$ cat src/rtl/reg_bank_write.sv
// Write side of the 16 x DATA_W register bank: single writes plus a masked block-write sequencer.
// Optional feature macro REG_BANK_PC_INC_EN adds pc_inc_i, which auto-increments r15 by 4.
module reg_bank_write #(
   parameter int                DATA_W  = 32,
   parameter logic [DATA_W-1:0] R15_RST = '0
) (
   input  logic              clk_i,
   input  logic              rst_i,
   input  logic              wr_en_i,
   input  logic [3:0]        wr_sel_i,
   input  logic [DATA_W-1:0] wr_data_i,
   input  logic              blk_start_i,
   input  logic [15:0]       blk_mask_i,
   input  logic              blk_valid_i,
   input  logic [DATA_W-1:0] blk_data_i,
`ifdef REG_BANK_PC_INC_EN
   input  logic              pc_inc_i,
`endif
   output logic              blk_ready_o,
   output logic              blk_busy_o,
   output logic              blk_done_o,
   output logic [DATA_W-1:0] r0_o,
   output logic [DATA_W-1:0] r1_o,
   output logic [DATA_W-1:0] r2_o,
   output logic [DATA_W-1:0] r3_o,
   output logic [DATA_W-1:0] r4_o,
   output logic [DATA_W-1:0] r5_o,
   output logic [DATA_W-1:0] r6_o,
   output logic [DATA_W-1:0] r7_o,
   output logic [DATA_W-1:0] r8_o,
   output logic [DATA_W-1:0] r9_o,
   output logic [DATA_W-1:0] r10_o,
   output logic [DATA_W-1:0] r11_o,
   output logic [DATA_W-1:0] r12_o,
   output logic [DATA_W-1:0] r13_o,
   output logic [DATA_W-1:0] r14_o,
   output logic [DATA_W-1:0] r15_o
);

   typedef enum logic [1:0] {IDLE, BURST, DONE} state_t;

   state_t            state_q, state_d;
   logic [15:0]       rem_q, rem_d;
   logic [DATA_W-1:0] regs_q [16];
   logic [DATA_W-1:0] regs_d [16];
   logic [3:0]        idx;
   logic              accept;

   // Target of the current burst word: lowest register still pending.
   always_comb begin
      idx = 4'd0;
      for (int i = 15; i >= 0; i--) begin
         if (rem_q[i]) idx = 4'(i);
      end
   end

   assign accept = (state_q == BURST) && blk_valid_i;

   // NOTE: every output and next-state signal gets a default first, so no path leaves one unassigned and no latch is inferred.
   always_comb begin
      state_d     = state_q;
      rem_d       = rem_q;
      blk_ready_o = 1'b0;
      blk_busy_o  = 1'b0;
      blk_done_o  = 1'b0;
      case (state_q)
         IDLE: begin
            if (blk_start_i) begin
               rem_d   = blk_mask_i;
               state_d = (blk_mask_i != 16'd0) ? BURST : DONE;
            end
         end
         BURST: begin
            blk_ready_o = 1'b1;
            blk_busy_o  = 1'b1;
            if (blk_valid_i) begin
               rem_d   = rem_q & (rem_q - 16'd1);
               state_d = (rem_d == 16'd0) ? DONE : BURST;
            end
         end
         DONE: begin
            blk_busy_o = 1'b1;
            blk_done_o = 1'b1;
            state_d    = IDLE;
         end
         default: state_d = IDLE;
      endcase
   end

   // The burst write is applied last so it overrides a single write to the same register.
   always_comb begin
      regs_d = regs_q;
      if (wr_en_i) regs_d[wr_sel_i] = wr_data_i;
      if (accept)  regs_d[idx]      = blk_data_i;
`ifdef REG_BANK_PC_INC_EN
      if (pc_inc_i && !(wr_en_i && wr_sel_i == 4'hF) && !(accept && idx == 4'hF))
         regs_d[15] = regs_q[15] + DATA_W'(4);
`endif
   end

   // NOTE: sequential state uses non-blocking assignments so every register samples pre-edge values.
   always_ff @(posedge clk_i) begin
      if (rst_i) begin
         state_q <= IDLE;
         rem_q   <= 16'd0;
         // NOTE: the bank is a register file, not RAM, so every entry has a defined reset value.
         for (int i = 0; i < 15; i++) regs_q[i] <= '0;
         regs_q[15] <= R15_RST;
      end else begin
         state_q <= state_d;
         rem_q   <= rem_d;
         regs_q  <= regs_d;
      end
   end

   assign r0_o  = regs_q[0];
   assign r1_o  = regs_q[1];
   assign r2_o  = regs_q[2];
   assign r3_o  = regs_q[3];
   assign r4_o  = regs_q[4];
   assign r5_o  = regs_q[5];
   assign r6_o  = regs_q[6];
   assign r7_o  = regs_q[7];
   assign r8_o  = regs_q[8];
   assign r9_o  = regs_q[9];
   assign r10_o = regs_q[10];
   assign r11_o = regs_q[11];
   assign r12_o = regs_q[12];
   assign r13_o = regs_q[13];
   assign r14_o = regs_q[14];
   assign r15_o = regs_q[15];

endmodule

$ cat config.mk
export PLATFORM = sky130hd
export DESIGN_NAME = reg_bank_write
export DESIGN_NICKNAME = d
export VERILOG_FILES = /design/src/rtl/reg_bank_write.sv
export SDC_FILE = /design/constraint.sdc
export NUM_CORES = 1
export LEC_CHECK = 0
export ABC_CLOCK_PERIOD_IN_PS = 2600
export CORE_ASPECT_RATIO = 0.75
export CORE_MARGIN = 3
export CORE_UTILIZATION = 47
export CTS_BUF_LIST = sky130_fd_sc_hd__clkbuf_8
export DETAILED_ROUTE_END_ITERATION = 6
export MAX_ROUTING_LAYER = met4
export PLACE_DENSITY = 0.79
export SYNTH_ARGS = -nofsm -noshare
export SYNTH_HDL_FRONTEND = slang
export SYNTH_SLANG_ARGS = --single-unit
$ cat constraint.sdc
create_clock -name clk_i -period 2.6 [get_ports clk_i]
set_input_delay 0.52 -clock clk_i [delete_from_list [all_inputs] [get_ports clk_i]]
set_output_delay 0.52 -clock clk_i [all_outputs]
set_load 0.01 [all_outputs]
==> impl_results.md <==
* Net Count, Synth at 2643
* Largest net degree at the start of global routing at 128
* Critical path launch point type: flip-flop
* Final wirelength at 101000 µm
* Post-DP Area at 0.0341 mm²
* Die Ht at 210 µm
* Fmax at 0.400 GHz
* Crit path capture type: primary output
* Critical R2R Launch: rem_q[12]
* Count of unique library cells instantiated by Yosys at 50
* Total track usage at 34.3%
* CP Cell Sequence: inv_1 > ha_1 > clkdlybuf4s50_1
* Worst-path clk slew at 0.06 ns
* Count of final hold-check violations at 0
* Die Wd at 278 µm
* Tcrit/Tclk final at 96.2%
* Worst slew pin tran at 0.830 ns
* Layout cells sized above 1 at 24.4%
* First-pass DRT Iterations at 5
* I/O Buffers at approximately 600
* Root buffer cell: clkbuf_8
* CP top delay family: buffers and inverters
* Post-route ant nets at 0
* Most common cell in the netlist: mux2i_1
* Post-CTS Hold Buffers at 0
* Clock latency on the worst-skew pair at about 0.69 ns
* Max-Cap Viols at 0
* Rows at 74
* Layout Nets at 3256
* Worst vdd ir at 0.461 mV
* Vias in the first global route at ~23000
* Vias at roughly 22000
* Global-route wire length before repair at 148000 µm
* Fillers at 4199
* Area share of the largest cell type after synthesis at 40.6%
* Ys Warns at 0
* Worst Hold Class: input pin to flip-flop
* Initial Utilization at a little under half
* Critical path endpoint: blk_busy_o
* Ys flop type: dfxtp_1
* Post-synthesis register bit count at 530
* Crit path launch: state_q[1]
* CP Data Required Time at 2.08 ns
* Routed WL per cell at ~26 µm
* Post-Syn Area at 0.0262 mm²
* Setup violations, final at 0
* Ports at 604
* Drt drc at 0
* Setup Crit Path Kind: flip-flop to primary output
* Clock sink count at between 500 and 600
* Leak at ~16 nW
* Vias per cell at 5.67
* R2R Path End: r15_o[8]
* RSZ-0062 raised after global routing: no
* Gpl congestion at around 0.94
* Total power at about 0.023 W
* Initial antenna violation count at 11
* Number of enable flip-flop cells after synthesis at 0
* Crit path depth at 3
* Run status: finished clean
* Arr. time, crit path at 1.98 ns
* Final Cell Area at 0.0359 mm²
* Rel. slew slack at 44.6%
* CTS tree: done
* Worst Reg-to-Reg Cells at 7
* CP max-delay cell: clkdlybuf4s50_1
* Syn Inst Count at 2551
* CP bufs+invs at 2
* Top post-synthesis cells by count: mux2i_1, dfxtp_1, or2_2
* R2r setup slk at 0.17 ns
* Area growth syn-to-layout at 37.2%
* Mapped Avg Cell Area at 10.3 µm²
* Leading area contributor after synthesis: dfxtp_1
* Final TNS setup at 0 ns
* Detailed Place HPWL at 70700 µm
* Power Density at about 640 mW/mm²
* Post-layout util at 65.6%
* Max-slew violation count at 0
* Sequential share of the synthesized area at 40.6%
* H-tree depth at 3
* Critical Path Fanout Max at 3
* Die ar. at a little under 0.06 mm²
* Final min period at 2.50 ns
* Core Box Area at around 0.055 mm²
* Initial DRC Count at 1804
* Clock skew at 0.0384 ns
* Max incr delay on CP at around 0.57 ns
* CTS buffer count at 85
* Overflow after GRT at 0
* Asr flop ratio synth at 0%
* CTS Buffer Depth at 3
* Top post-synthesis cells by area: dfxtp_1, mux2i_1, or2_2
flip-flops by register name, summed over array words and instances, names as in the netlist:
register / cells
r11_o: 32
r13_o: 32
r14_o: 32
r7_o: 32
r15_o: 32
r8_o: 32
rem_q: 16
r4_o: 32
r10_o: 32
r12_o: 32
r0_o: 32
r6_o: 32
r1_o: 32
r3_o: 32
r9_o: 32
state_q: 2
r2_o: 32
r5_o: 32
timing repair:
| action | CTS | global route |
|---|---|---|
| endpoints found under the setup margin | 2 | 8 |
| resized for setup | 3 | 2 |
| setup buffers | 0 | 0 |
logic make-up after synthesis:
group / after synthesis / synth area share (%)
buffers and inverters: 259 / 4.16
DFF: 530 / 40.6
AOI/OAI and AO/OA: 156 / 4.97
adders and majority gates: 3 / 0.144
and+or+nand+nor: 675 / 14.7
muxes: 928 / 35.5
cell type report:
cell class	instances	area [µm²]	share of cell area, %
tap	722	903	2.52
sequential	530	10600	29.6
inverter	6	22.5	0.0627
clock inverter	32	174	0.485
multi-input combinational	1762	14600	40.7
antenna	9	22.5	0.0627
clock buffer	112	1540	4.29
timing repair buffer	779	8020	22.3
worst min-delay path by stage:
stage | start | endpoint | slack, ns | cells past startpoint
global placement | state_q[0] | state_q[0] | 0.51 | 2
CTS | rst_i | r15_o[3] | 0.25 | 2
global route | rst_i | r15_o[11] | 0.30 | 2
finish | rst_i | r15_o[17] | 0.30 | 2
floorplan | state_q[0] | state_q[0] | 0.49 | 2
detailed placement | state_q[0] | state_q[0] | 0.52 | 2
report_power, final:
part / internal [W] / leakage (nW) / switching, W
combinational: 0.00301 / 10.7 / 0.00348
clock: 0.00392 / 0.967 / 0.00343
sequential: 0.00876 / 4.28 / 0.000492
per-stage QoR:
stage | hold slack (ns) | cells | setup slack (ns)
finish | 0.304 | 3952 | 0.0996
global route | 0.296 | 3952 | 0.00128
CTS | 0.253 | 3943 | 0.0446
detailed placement | 0.522 | 3799 | -0.104
global placement | 0.508 | 3799 | -0.0528
floorplan | 0.488 | 2551 | 0.152
cell usage in the layout (no fill, tap or decap), types with 14 or more instances in the layout:
| cell type | instances |
|---|---|
| buf_12 | 52 |
| nand2_1 | 23 |
| nor2_1 | 130 |
| or2_2 | 418 |
| clkdlybuf4s50_1 | 601 |
| a211oi_2 | 32 |
| a22oi_1 | 14 |
| clkbuf_8 | 112 |
| a211oi_1 | 69 |
| mux2i_1 | 928 |
| dfxtp_1 | 530 |
| nand2b_1 | 36 |
| buf_4 | 123 |
| inv_1 | 28 |
routing by layer:
metal | track usage, % | wire, µm | vias to the layer above
met1 | 44.6 | 43500 | 11100
met2 | 50.8 | 44600 | 1001
met5 | - | 0 | -
met4 | 14.4 | 4480 | 0
met3 | 8.61 | 8590 | 265
li1 | - | - | 10100
Note: power is estimated with default switching activity, not from simulation.
